--- config.mk ---
export PLATFORM = sky130hd
export DESIGN_NAME = laser_sig_filter
export DESIGN_NICKNAME = d
export VERILOG_FILES = /design/src/rtl/laser_pkg.sv /design/src/rtl/sync_2ff.sv /design/src/rtl/laser_sig_filter.sv
export SDC_FILE = /design/constraint.sdc
export NUM_CORES = 1
export LEC_CHECK = 0
export CORE_ASPECT_RATIO = 1.2
export CORE_MARGIN = 3
export CORE_UTILIZATION = 62
export CTS_BUF_LIST = sky130_fd_sc_hd__clkbuf_4
export CTS_CLUSTER_DIAMETER = 120
export CTS_CLUSTER_SIZE = 30
export DETAILED_ROUTE_END_ITERATION = 16
export GPL_TIMING_DRIVEN = 0
export HOLD_SLACK_MARGIN = 0.12
export PLACE_DENSITY = 0.85
export SYNTH_ARGS = -nofsm -noshare
export SYNTH_HDL_FRONTEND = slang
export SYNTH_SLANG_ARGS = --single-unit
--- constraint.sdc ---
create_clock -name clk -period 6.1 [get_ports clk]
set_input_delay 1.22 -clock clk [delete_from_list [all_inputs] [get_ports clk]]
set_output_delay 1.22 -clock clk [all_outputs]
set_load 0.05 [all_outputs]
--- src/rtl/laser_pkg.sv ---
// Shared definitions for the laser receiver conditioning path.
//   state_t          : debounce FSM state encoding (2 bits)
//   DEBOUNCE_DEFAULT : default number of consecutive cycles a new level must hold
package laser_pkg;

  localparam int unsigned DEBOUNCE_DEFAULT = 1000;

  typedef enum logic [1:0] {
    LOW      = 2'd0,
    RISE_CHK = 2'd1,
    HIGH     = 2'd2,
    FALL_CHK = 2'd3
  } state_t;

endpackage : laser_pkg

--- src/rtl/sync_2ff.sv ---
// 1-bit two-flop synchronizer for asynchronous sensor inputs.
//   clk  : destination clock
//   rstn : asynchronous active-low reset, both flops clear to 0
//   d    : asynchronous input
//   q    : synchronized output (second flop)
module sync_2ff (
  input  logic clk,
  input  logic rstn,
  input  logic d,
  output logic q
);

  logic s1;
  logic s0;

  // Metastability chain: d -> s1 -> s0
  always_ff @(posedge clk or negedge rstn) begin
    if (!rstn) begin
      s1 <= 1'b0;
      s0 <= 1'b0;
    end else begin
      s1 <= d;
      s0 <= s1;
    end
  end

  assign q = s0;

endmodule : sync_2ff

--- src/rtl/laser_sig_filter.sv ---
// Laser receiver conditioning: synchronizes the raw pin, debounces it with a
// consecutive-sample FSM, emits single-cycle edge pulses and keeps saturating
// counts of confirmed beam breaks and rejected glitches.
//   clk        : system clock
//   rstn       : asynchronous active-low reset
//   laser_sig  : raw asynchronous receiver output (1 = beam received)
//   cnt_clr    : synchronous clear of break_cnt and glitch_cnt
//   sig_filt   : debounced, synchronized laser level
//   rise_pulse : one-cycle pulse after sig_filt goes 0->1
//   fall_pulse : one-cycle pulse after sig_filt goes 1->0
//   break_cnt  : saturating count of confirmed falls
//   glitch_cnt : saturating count of aborted level changes
module laser_sig_filter
  import laser_pkg::*;
#(
  parameter int unsigned DEBOUNCE_CYCLES = DEBOUNCE_DEFAULT,
  parameter int unsigned CNT_W           = 16,
  parameter int unsigned EVT_W           = 8
) (
  input  logic             clk,
  input  logic             rstn,
  input  logic             laser_sig,
  input  logic             cnt_clr,
  output logic             sig_filt,
  output logic             rise_pulse,
  output logic             fall_pulse,
  output logic [EVT_W-1:0] break_cnt,
  output logic [EVT_W-1:0] glitch_cnt
);

  localparam logic [CNT_W-1:0] DEB_LIMIT = CNT_W'(DEBOUNCE_CYCLES);
  localparam logic [EVT_W-1:0] EVT_MAX   = {EVT_W{1'b1}};

  logic             s0;
  state_t           state;
  state_t           state_nxt;
  logic [CNT_W-1:0] deb_cnt;
  logic [CNT_W-1:0] deb_cnt_nxt;
  logic             sig_filt_nxt;
  logic             rise_nxt;
  logic             fall_nxt;
  logic             break_inc;
  logic             glitch_inc;
  logic [EVT_W-1:0] break_nxt;
  logic [EVT_W-1:0] glitch_nxt;

  sync_2ff u_sync (
    .clk  (clk),
    .rstn (rstn),
    .d    (laser_sig),
    .q    (s0)
  );

  // State register plus all registered outputs
  always_ff @(posedge clk or negedge rstn) begin
    if (!rstn) begin
      state      <= LOW;
      deb_cnt    <= '0;
      sig_filt   <= 1'b0;
      rise_pulse <= 1'b0;
      fall_pulse <= 1'b0;
      break_cnt  <= '0;
      glitch_cnt <= '0;
    end else begin
      state      <= state_nxt;
      deb_cnt    <= deb_cnt_nxt;
      sig_filt   <= sig_filt_nxt;
      rise_pulse <= rise_nxt;
      fall_pulse <= fall_nxt;
      break_cnt  <= break_nxt;
      glitch_cnt <= glitch_nxt;
    end
  end

  // Next-state: count consecutive cycles of the candidate level
  always_comb begin
    state_nxt   = state;
    deb_cnt_nxt = deb_cnt;
    unique case (state)
      LOW: begin
        if (s0) begin
          state_nxt   = RISE_CHK;
          deb_cnt_nxt = CNT_W'(1);
        end
      end
      RISE_CHK: begin
        if (!s0) begin
          state_nxt   = LOW;
          deb_cnt_nxt = '0;
        end else if (deb_cnt == DEB_LIMIT) begin
          state_nxt   = HIGH;
          deb_cnt_nxt = '0;
        end else begin
          deb_cnt_nxt = deb_cnt + CNT_W'(1);
        end
      end
      HIGH: begin
        if (!s0) begin
          state_nxt   = FALL_CHK;
          deb_cnt_nxt = CNT_W'(1);
        end
      end
      FALL_CHK: begin
        if (s0) begin
          state_nxt   = HIGH;
          deb_cnt_nxt = '0;
        end else if (deb_cnt == DEB_LIMIT) begin
          state_nxt   = LOW;
          deb_cnt_nxt = '0;
        end else begin
          deb_cnt_nxt = deb_cnt + CNT_W'(1);
        end
      end
      default: begin
        state_nxt   = LOW;
        deb_cnt_nxt = '0;
      end
    endcase
  end

  // Outputs: level/pulse updates on confirmation, counter events on abort/fall
  always_comb begin
    sig_filt_nxt = sig_filt;
    rise_nxt     = 1'b0;
    fall_nxt     = 1'b0;
    break_inc    = 1'b0;
    glitch_inc   = 1'b0;
    unique case (state)
      RISE_CHK: begin
        if (!s0) begin
          glitch_inc = 1'b1;
        end else if (deb_cnt == DEB_LIMIT) begin
          sig_filt_nxt = 1'b1;
          rise_nxt     = 1'b1;
        end
      end
      FALL_CHK: begin
        if (s0) begin
          glitch_inc = 1'b1;
        end else if (deb_cnt == DEB_LIMIT) begin
          sig_filt_nxt = 1'b0;
          fall_nxt     = 1'b1;
          break_inc    = 1'b1;
        end
      end
      default: ;
    endcase

    // Clear wins over a same-cycle increment; increments stop at all-ones
    if (cnt_clr) begin
      break_nxt  = '0;
      glitch_nxt = '0;
    end else begin
      break_nxt  = (break_inc && (break_cnt != EVT_MAX))
                   ? break_cnt + EVT_W'(1) : break_cnt;
      glitch_nxt = (glitch_inc && (glitch_cnt != EVT_MAX))
                   ? glitch_cnt + EVT_W'(1) : glitch_cnt;
    end
  end

endmodule : laser_sig_filter

---- Yosys cells after proc, flatten, opt, wreduce, memory -nomap -nowiden ----
Cells that the tools add are included.
storage, ports and cells
  flip-flop bits (word level) ............. 39
  input bits .............................. 4
operators by class
  add/sub/neg operators ................... 3
  equal/unequal tests ..................... 14
  mux-type cells .......................... 30
  reduce and logical (&&, ||, !) cells .... 9
operators with widths
  operator                                               count
  2-to-1 mux 16 bit                                      5
  case mux 16 bit (4 select lines)                       1
  2-to-1 mux 8 bit                                       4
  adder 16 x 1 -> 16 bit, second input constant          1
  adder 8 x 1 -> 8 bit, second input constant            2
  equality test 16 x 10 -> 1 bit, second input constant  1
  != test 8 bit, second input constant                   2
  2-to-1 mux 2 bit                                       6
  2-to-1 mux 1 bit                                       11
  != test 2 bit, second input constant                   4
  case mux 2 bit (4 select lines)                        1
  nonzero test 2 bit                                     3
  AND reduction 5 bit                                    1
  equality test 2 bit, second input constant             2
  != test 2 x 1 -> 1 bit, second input constant          2
  case mux 1 bit (2 select lines)                        2
  AND reduction 4 bit                                    1
  != test 3 x 2 -> 1 bit, second input constant          1
  != test 3 bit, second input constant                   1
  equality test 2 x 1 -> 1 bit, second input constant    1
  logical AND 1 bit                                      2
  zero test 2 bit                                        1
  AND reduction 2 bit                                    1

---- Depth between registers and ports, before layout ----
Gate-level depths: netlist of the first run.
  depth after elaboration ................. 7
  depth in mapped cells ................... 8
  gate-level depth less buffers ........... 7

---- Hierarchy ----
From an unflattened synthesis of the first run, not the netlist that was laid out.
second synthesis, totals
  cells, all modules ...................... 225
  area total of the unflattened synthesis .. 2099.5 µm²
modules (own cells, without submodules)
  module            times used  cells an instance  area each (µm²)
  laser_sig_filter  1           223                2049.5
  sync_2ff          1           2                  50.0

---- Worst setup path after synthesis of the first run ----
No wires, ideal clock.
  path kind ............................... register to register
  start point ............................. reg deb_cnt[4]
  end point ............................... reg break_cnt[7]
  library setup time ...................... 0.132 ns
  data arrival time ....................... 2.149 ns
  data required time ...................... 5.968 ns
  slack ................................... 3.820 ns
  stages on the path, launching flop included .. 7
  buffers on the path ..................... 1
  clock period less this slack ............ 2.280 ns
  cells stage by stage .................... dfrtp_1 -> or4_4 -> or4_4 -> buf_6 -> nor4_1 -> xnor2_1 -> nor2_1
on the way
  cells in the longest elaborated chain, start to end .. 6
ends and longest elaborated chain
  what                            RTL line                 text
  start: declaration              laser_sig_filter.sv:37   logic [CNT_W-1:0] deb_cnt;
  start signal: assignment        laser_sig_filter.sv:66   deb_cnt <= deb_cnt_nxt;
  equality test 16 x 10 -> 1 bit  laser_sig_filter.sv:140  end else if (deb_cnt == DEB_LIMIT) begin
  2-to-1 mux 1 bit                laser_sig_filter.sv:140
  2-to-1 mux 1 bit                laser_sig_filter.sv:138  if (s0) begin
  2-to-1 mux 1 bit                laser_sig_filter.sv:128  unique case (state)
  logical AND 1 bit               laser_sig_filter.sv:154  break_nxt = (break_inc && (break_cnt != EVT_MAX))
  nonzero test 2 bit (no line)    --
  end signal: assignment          laser_sig_filter.sv:70   break_cnt <= break_nxt;
  end: declaration                laser_sig_filter.sv:27   output logic [EVT_W-1:0] break_cnt,
No other way between the ends.
A chain may end at the register's enable or synchronous reset.

---- Worst setup path after layout of the first run ----
  start point ............................. reg break_cnt[3]
  end point ............................... out break_cnt[3]
No word-level cell between the ends.

==> results of run 1 <==
-- area by class of cell --
class / count / area, sq um
buffer: 7 / 33.8
clock inverter: 2 / 8.76
sequential: 39 / 976
fill: 239 / 771
clock buffer: 5 / 37.5
multi-input combinational: 165 / 968
inverter: 10 / 37.5
timing repair buffer: 21 / 205
tap: 36 / 45.0
-- registers in the layout (all words and copies together) (netlist names), named ones only --
register / count
break_cnt: 8
deb_cnt: 16
fall_pulse: 1
glitch_cnt: 8
rise_pulse: 1
sig_filt: 1
state: 1
u_sync.q: 1
u_sync.s1: 1
-- placed cells by master (no fill, tap or decap), types with 2 or more instances in the layout --
cell type        count
dfrtp_1             39
nand2_1             27
nor2_1              26
clkdlybuf4s50_1     20
o21ai_0             16
nor3_1              13
nand3_1             12
inv_1               10
a21oi_1             10
xnor2_1              8
mux2i_1              7
nor4_1               7
clkbuf_1             5
clkbuf_4             5
nand4_1              4
or3_1                4
xor2_1               4
ha_1                 4
a31oi_1              3
or4_4                2
nor4_2               2
a21o_1               2
o31ai_1              2
-- logic make-up (layout without fill, tap and decap cells) --
logic type      count (synthesis)  after routing  share of synthesized area
simple gates                  103            103                      0.253
compound gates                 39             39                      0.116
flops                          39             39                      0.484
buf+inv                        17             45                     0.0354
xor+xnor                       12             12                     0.0521
mux                             7              7                     0.0348
fa+ha+maj                       4              4                     0.0248
-- final timing paths --
path | cells past startpoint | start | end
setup / recovery | 1 | break_cnt[3] | break_cnt[3]
hold / removal | 0 | u_sync.s1 | u_sync.q
setup reg to reg | 6 | deb_cnt[4] | deb_cnt[2]
hold reg to reg | 0 | u_sync.s1 | u_sync.q
max in group asynchronous | 1 | rstn | glitch_cnt[6]
min in group asynchronous | 1 | rstn | deb_cnt[7]
-- where the power goes --
group / internal, uW / switching, uW / total (uW)
clock: 40.9 / 84.7 / 126
combinational: 9.73 / 24.6 / 34.3
sequential: 262 / 4.82 / 267
total: 313 / 114 / 427
-- metrics by stage --
stage / power [uW] / util / hold slack, ns
finish: 427 / 0.750 / 0.359
floorplan: 292 / - / 0.331
detailed placement: 306 / 0.735 / 0.335
CTS: 430 / 0.750 / 0.360
global placement: 305 / 0.737 / 0.333
global route: 445 / 0.750 / 0.372
-- metal layers --
metal,vias up,global-route usage,share of wire
met5,-,0,0
met4,0,0.0986,0.014
met3,8,0.0679,0.053
met2,45,0.425,0.51
met1,812,0.286,0.43
li1,834,-,-
==> results.yml, run 1 <==
place:
  postPlaceCellArea_sq_mm: 0.00227
  placed_cells: 278
  portBuffers: 21
  gp_congestion: 0.864
  hpwl_mm: 3.04
  pre_cts_ws_ns: 3.47
pwr:
  leakage_uw: 0.000930
  peakVddDrop_mv: 0.181
  power_density_mw_per_mm2: 185
grt:
  grt_pass1_vias: 1622
  track_usage: 0.245
  grt-ovfl-total: 0
  grt_pass1_wl_mm: 7.31
  grt_max_degree: 40
  antenna_found_initial: 0
timing:
  clock_skew_ns: 0.0123
  period_share: 0.473
  fin_crit_ns: 2.88
  finalSetupViolCount: 0
  relSlewSlack: 0.445
  hold_viol_final: 0
  worst_pin_slew_ns: 0.832
  slew_viol_final: 0
  worst_slack_ns: 3.22
  rsz0062_at_grt: "no"
  clock.fmax_mhz: 347
  fin_tns_setup_ns: 0
clocking:
  htree_levels: 2
  clkLatencyLatePin_ns: 0.36
  path_clk_slew_ns: 0.11
  clk_path_buf_depth: 2
  root_buffer: "clkbuf_4"
  cts_resized: 0
  numCtsBuffers: 5
  post_cts_buffers: 0
  cts_tree: "built"
  cts_num_sinks: 39
  holdBufCountCts: 0
floorplan:
  ios: 23
  fp.dieW_microns: 58.1
  core_sq_mm: 0.00308
  die_y_microns: 68.5
  rows: 22
  start_util: 0.654
  die-area_sq_mm: 0.00397
worst_setup_path:
  criticalPathCategory: "flop to primary output"
  cp.required_ns: 4.88
  start_kind: "flop"
  cp_slowest_stage_delay_ns: 0.85
  arrival_ns: 1.66
  path_delay_family: "buffers and inverters"
  r2r_slack_ns: 3.44
  worst_path_max_delay_cell: "clkdlybuf4s50_1"
  end_kind: "primary output"
  cp_max_fo: 6
  path_buf_inv: 1
  crit_chain: "clkdlybuf4s50_1"
yosys:
  ys_types: 35
  synth_top_cell_by_area: "dfrtp_1"
  syn_inst: 221
  ys_seq_area_frac: 0.484
  synthesis.area_sq_mm: 0.00202
  synth-edff-count: 0
  synth_async_sr_flop_share: 1.00
  yosysMostFrequentCell: "dfrtp_1"
  synth_top_area_share: 0.484
  ys_top_cells_by_area: "dfrtp_1 48%, nand2_1 5.0%, nor2_1 4.8%"
  ys_ff_latch: 39
  ys_top_cells_by_count: "39 x dfrtp_1, 27 x nand2_1, 26 x nor2_1"
  yosysWarnings: 0
  ys.flop_type: "dfrtp_1"
  avgSynthCellArea_sq_um: 9.12
  syn_nets: 229
detailed_routing:
  avgViaCountPerCell: 5.96
  first_pass_iters: 4
  drt_iter0_drc: 76
  drc: 0
  dr_total_vias: 1699
  drtAntennaViolNets: 0
  routed_wl_mm: 4.29
  wire_per_inst_microns: 15.0
outcome:
  status: "finished, final reports clean"
finish:
  syn_to_final_growth_pct: 14.7
  layoutNonFillerInstCount: 285
  diodes: 0
  final_nets: 257
  postLayoutCellArea_sq_mm: 0.00231
  drive_gt1_frac: 0.0562
hold_path:
  hold_class: "flop to flop"
flow_run:
  cap_violations: 0
Power figures use the tool's default switching activity.
==> run 2, diff against run 1 <==
--- a/config.mk
+++ b/config.mk
@@ -7,14 +7,14 @@
 export LEC_CHECK = 0
 export CORE_ASPECT_RATIO = 1.2
 export CORE_MARGIN = 3
-export CORE_UTILIZATION = 62
+export CORE_UTILIZATION = 52
 export CTS_BUF_LIST = sky130_fd_sc_hd__clkbuf_4
 export CTS_CLUSTER_DIAMETER = 120
 export CTS_CLUSTER_SIZE = 30
 export DETAILED_ROUTE_END_ITERATION = 16
 export GPL_TIMING_DRIVEN = 0
 export HOLD_SLACK_MARGIN = 0.12
-export PLACE_DENSITY = 0.85
+export PLACE_DENSITY = 0.76
 export SYNTH_ARGS = -nofsm -noshare
 export SYNTH_HDL_FRONTEND = slang
 export SYNTH_SLANG_ARGS = --single-unit
==> constraint.sdc (replaced) <==
create_clock -name clk -period 2.6 [get_ports clk]
set_input_delay 0.52 -clock clk [delete_from_list [all_inputs] [get_ports clk]]
set_output_delay 0.52 -clock clk [all_outputs]
set_load 0.05 [all_outputs]
==> results.yml, run 2 (synthesis gave the netlist of run 1 again) <==
finish:
  mostFrequentLayoutCells: "39 x dfrtp_1, 27 x nand2_1, 26 x nor2_1"
  final_nets: 257
  drive_gt1_frac: 0.0565
  largest_register_ffs: 16
  num-fill-cells: 315
  layout_commonest_cell: "dfrtp_1"
  diodes: 0
  syn_to_final_growth_pct: 16.1
  seq_area_sq_um: 976
  top_regs: "deb_cnt: 16 flops, break_cnt: 8 flops, glitch_cnt: 8 flops"
  postLayoutCellArea_sq_mm: 0.00234
  top_register: "deb_cnt"
  multiInputGateArea_sq_um: 977
pwr:
  peakVddDrop_mv: 0.324
  power_density_mw_per_mm2: 425
  p_total_uw: 994
  leakage_uw: 0.000929
place:
  pre_cts_ws_ns: 0.0320
  gp_congestion: 0.849
  hpwl_mm: 2.89
  portBuffers: 21
  postPlaceCellArea_sq_mm: 0.00229
outcome:
  status: "finished, final reports clean"
clocking:
  clk_path_buf_depth: 2
  clkLatencyLatePin_ns: 0.34
  cts_num_sinks: 39
  htree_levels: 2
  path_clk_slew_ns: 0.11
  root_buffer: "clkbuf_4"
  numCtsBuffers: 5
  cts_tree: "built"
detailed_routing:
  routed_wl_mm: 4.08
  drt_iter0_drc: 87
  drc: 0
  drtAntennaViolNets: 0
  wire_per_inst_microns: 13.6
  avgViaCountPerCell: 5.56
  first_pass_iters: 4
  dr_total_vias: 1669
grt:
  grt-ovfl-total: 0
  grt_max_degree: 40
  grt_pass1_vias: 1610
  grt_pass1_wl_mm: 6.98
  track_usage: 0.194
  antenna_found_initial: 0
floorplan:
  fp.dieW_microns: 62.8
  die_y_microns: 74.2
  core_sq_mm: 0.00369
  ios: 23
  die-area_sq_mm: 0.00466
  rows: 24
  start_util: 0.546
timing:
  period_share: 0.951
  relSlewSlack: 0.435
  finalSetupViolCount: 0
  fin_crit_ns: 2.47
  clock.fmax_mhz: 405
  worst_pin_slew_ns: 0.848
  hold_viol_final: 0
  clock_skew_ns: 0.00696
  slew_viol_final: 0
  worst_slack_ns: 0.129
worst_setup_path:
  end_kind: "flop"
  criticalPathCategory: "flop to flop"
  arrival_ns: 2.69
  cp.required_ns: 2.82
  start_kind: "flop"
  cp_max_fo: 10
hold_path:
  hold_class: "input pin to async pin"
flow_run:
  cap_violations: 0
-- run 2: cell types whose count changed in the layout (fill, tap and decap cells not counted) --
cell,change
clkbuf_4,+1
clkinv_1,-1
clkinv_2,-1
nor4_2,-1
nor4_4,+1
-- run 2: worst paths after layout --
kind,startpoint,end,slack [ns],depth (start not counted)
max in group asynchronous,rstn,glitch_cnt[1],1.80,1
worst min register to register,u_sync.s1,u_sync.q,0.36,0
worst max-delay path,deb_cnt[4],break_cnt[5],0.13,6
worst min-delay path,rstn,deb_cnt[7],0.27,1
worst max register to register,deb_cnt[4],break_cnt[5],0.13,6
min in group clk,u_sync.s1,u_sync.q,0.36,0
-- run 2: layout make-up --
type	count	area share
Multi-Input combinational cell	165	0.418
Inverter	10	0.0160
Buffer	7	0.0144
Sequential cell	39	0.417
Timing Repair Buffer	21	0.0877
Clock buffer	6	0.0193
Tap cell	52	0.0278
-- run 2: per-stage QoR --
step | instances | util | TNS [ns] | hold slack (ns)
after global placement | 294 | 0.620 | 0 | 0.333
after detailed placement | 294 | 0.619 | 0 | 0.339
after CTS | 300 | 0.631 | 0 | 0.301
after global routing | 300 | 0.633 | -0.00286 | 0.328
final | 300 | 0.633 | 0 | 0.270
after floorplan | 221 | - | 0 | 0.224
-- run 2: repair_timing --
action | in CTS | in global routing
hold buffers | 0 | 0
setup endpoints to repair | 0 | 8
gates resized for setup | 0 | 1
buffers inserted | 0 | 0
-- run 2: worst max-delay path, stage by stage, from the launching register on --
cell and delay [ns]:
dfrtp_1 0.46, or4_4 0.59, or4_4 0.56, buf_6 0.16, nor4_1 0.36, xnor2_1 0.16
nor2_1 0.05
-- run 2: layer usage --
layer | vias up | track usage | wire [microns]
li1 | 834 | - | -
met1 | 799 | 0.214 | 1730
met2 | 32 | 0.359 | 2130
met3 | 4 | 0.0544 | 171
met4 | 0 | 0.0735 | 45
met5 | - | 0 | 0
-- run 2: power breakdown --
part	internal, uW	switching, uW
combinational	22.3	55.0
clock	107	183
sequential	616	11.1
total	745	249
==> run 3, diff against run 2 <==
--- a/config.mk
+++ b/config.mk
@@ -12,9 +12,12 @@
 export CTS_CLUSTER_DIAMETER = 120
 export CTS_CLUSTER_SIZE = 30
 export DETAILED_ROUTE_END_ITERATION = 16
+export GPL_ROUTABILITY_DRIVEN = 0
 export GPL_TIMING_DRIVEN = 0
 export HOLD_SLACK_MARGIN = 0.12
 export PLACE_DENSITY = 0.76
+export SLEW_MARGIN = 25
 export SYNTH_ARGS = -nofsm -noshare
 export SYNTH_HDL_FRONTEND = slang
 export SYNTH_SLANG_ARGS = --single-unit
+export TNS_END_PERCENT = 30
==> results.yml, run 3 (synthesis gave the netlist of run 1 again) <==
clocking:
  clkLatencyLatePin_ns: 0.34
  post_cts_buffers: 0
  path_clk_slew_ns: 0.11
  clk_path_buf_depth: 2
  cts_num_sinks: 39
  htree_levels: 2
  numCtsBuffers: 5
  root_buffer: "clkbuf_4"
  cts_tree: "built"
floorplan:
  start_util: 0.546
  rows: 24
  ios: 23
  die_y_microns: 74.2
  fp.dieW_microns: 62.8
  die-area_sq_mm: 0.00466
  core_sq_mm: 0.00369
detailed_routing:
  wire_per_inst_microns: 13.6
  first_pass_iters: 4
  routed_wl_mm: 4.11
  drt_iter0_drc: 63
  drtAntennaViolNets: 0
  avgViaCountPerCell: 5.61
  drc: 0
  dr_total_vias: 1700
grt:
  grt_pass1_wl_mm: 7.33
  track_usage: 0.199
  grt_max_degree: 22
  grt-ovfl-total: 0
  antenna_found_initial: 0
  grt_pass1_vias: 1684
worst_setup_path:
  start_kind: "flop"
  r2r_slack_ns: 0.14
  cp.required_ns: 2.82
  cp_max_fo: 10
  end_kind: "flop"
  arrival_ns: 2.68
  worst_r2r_endpoint: "break_cnt[5]"
  criticalPathCategory: "flop to flop"
  reg2regPathDepth: 6
  rr_startpoint: "deb_cnt[4]"
timing:
  clock_skew_ns: 0.00579
  slew_viol_final: 0
  relSlewSlack: 0.514
  period_share: 0.947
  rsz0062_at_grt: "no"
  worst_pin_slew_ns: 0.719
  fin_tns_setup_ns: 0
  fin_crit_ns: 2.46
  hold_viol_final: 0
  clock.fmax_mhz: 406
  worst_slack_ns: 0.139
  whs_ns: 0.112
  finalSetupViolCount: 0
outcome:
  status: "finished, final reports clean"
finish:
  diodes: 0
  drive_gt1_frac: 0.0598
  layoutNonFillerInstCount: 303
  top_regs: "deb_cnt: 16 flops, break_cnt: 8 flops, glitch_cnt: 8 flops"
  largest_register_ffs: 16
  mostFrequentLayoutCells: "39 x dfrtp_1, 27 x nand2_1, 26 x nor2_1"
  layout_commonest_cell: "dfrtp_1"
  final_nets: 258
  syn_to_final_growth_pct: 17.8
  top_register: "deb_cnt"
  fin_util: 0.643
  num-fill-cells: 318
place:
  placed_cells: 295
  pre_cts_ws_ns: 0.0214
  portBuffers: 21
  hpwl_mm: 2.96
pwr:
  peakVddDrop_mv: 0.290
  leakage_uw: 0.000945
  power_density_mw_per_mm2: 427
flow_run:
  cap_violations: 0
hold_path:
  hold_class: "input pin to async pin"
==> run 3: changes by cell type in the layout (fill, tap and decap cells not counted) <==
| cell | previous run | this run |
|---|---|---|
| clkinv_1 | 0 | 2 |
| buf_16 | 0 | 1 |
==> run 3: power by group <==
part / total [uW] / switching [uW] / internal, uW / leakage, uW
Sequential: 627 / 11.4 / 616 / 0.000534
Combinational: 82.4 / 55.9 / 26.5 / 0.000380
Clock: 304 / 194 / 111 / 0.0000307
Total: 1010 / 261 / 753 / 0.000945
==> run 3: final cells by class <==
type	instances	area [sq um]	area share
multi-input cells	165	977	0.411
flip-flops and latches	39	976	0.411
repair buffers	22	233	0.0980
well taps	52	65.1	0.0274
clock buffers	6	45.0	0.0190
inverters	10	37.5	0.0158
plain buffers	7	33.8	0.0142
clock inverters	2	7.51	0.00316
==> run 3: critical path, stage by stage, from the launching register on <==
cell and delay (ns):
dfrtp_1 0.46, or4_4 0.59, or4_4 0.56, buf_6 0.16, nor4_1 0.36, xnor2_1 0.16, nor2_1 0.05
==> run 3: worst max path at each step <==
stage                     from            to  cells after the start
floorplan           deb_cnt[4]  break_cnt[7]                      6
global placement    deb_cnt[4]    deb_cnt[2]                      6
detailed placement  deb_cnt[4]    deb_cnt[2]                      6
CTS                 deb_cnt[4]  break_cnt[5]                      6
global route        deb_cnt[4]  break_cnt[7]                      6
finish              deb_cnt[4]  break_cnt[5]                      6
==> run 3: per-layer routing <==
metal | track usage | part of all wire | routed length, microns | vias up
met5 | 0 | 0 | 0 | -
met4 | 0.0662 | 0.013 | 53 | 0
met3 | 0.0544 | 0.041 | 167 | 5
met2 | 0.364 | 0.50 | 2070 | 29
met1 | 0.230 | 0.44 | 1820 | 825
li1 | - | - | - | 841
==> run 3: stage by stage <==
stage	instance area, sq um	power, uW
after floorplan	2020	685
after global placement	2290	717
after detailed placement	2310	723
after CTS	2370	1030
after global routing	2370	1060
final	2370	1010
==> run 3: repair_timing <==
| item | 4_1_cts | 5_1_grt |
|---|---|---|
| setup endpoints to repair | 1 | 0 |
| resized for setup | 1 | 0 |
| hold endpoints to repair | 0 | 0 |
| hold buffers | 0 | 0 |
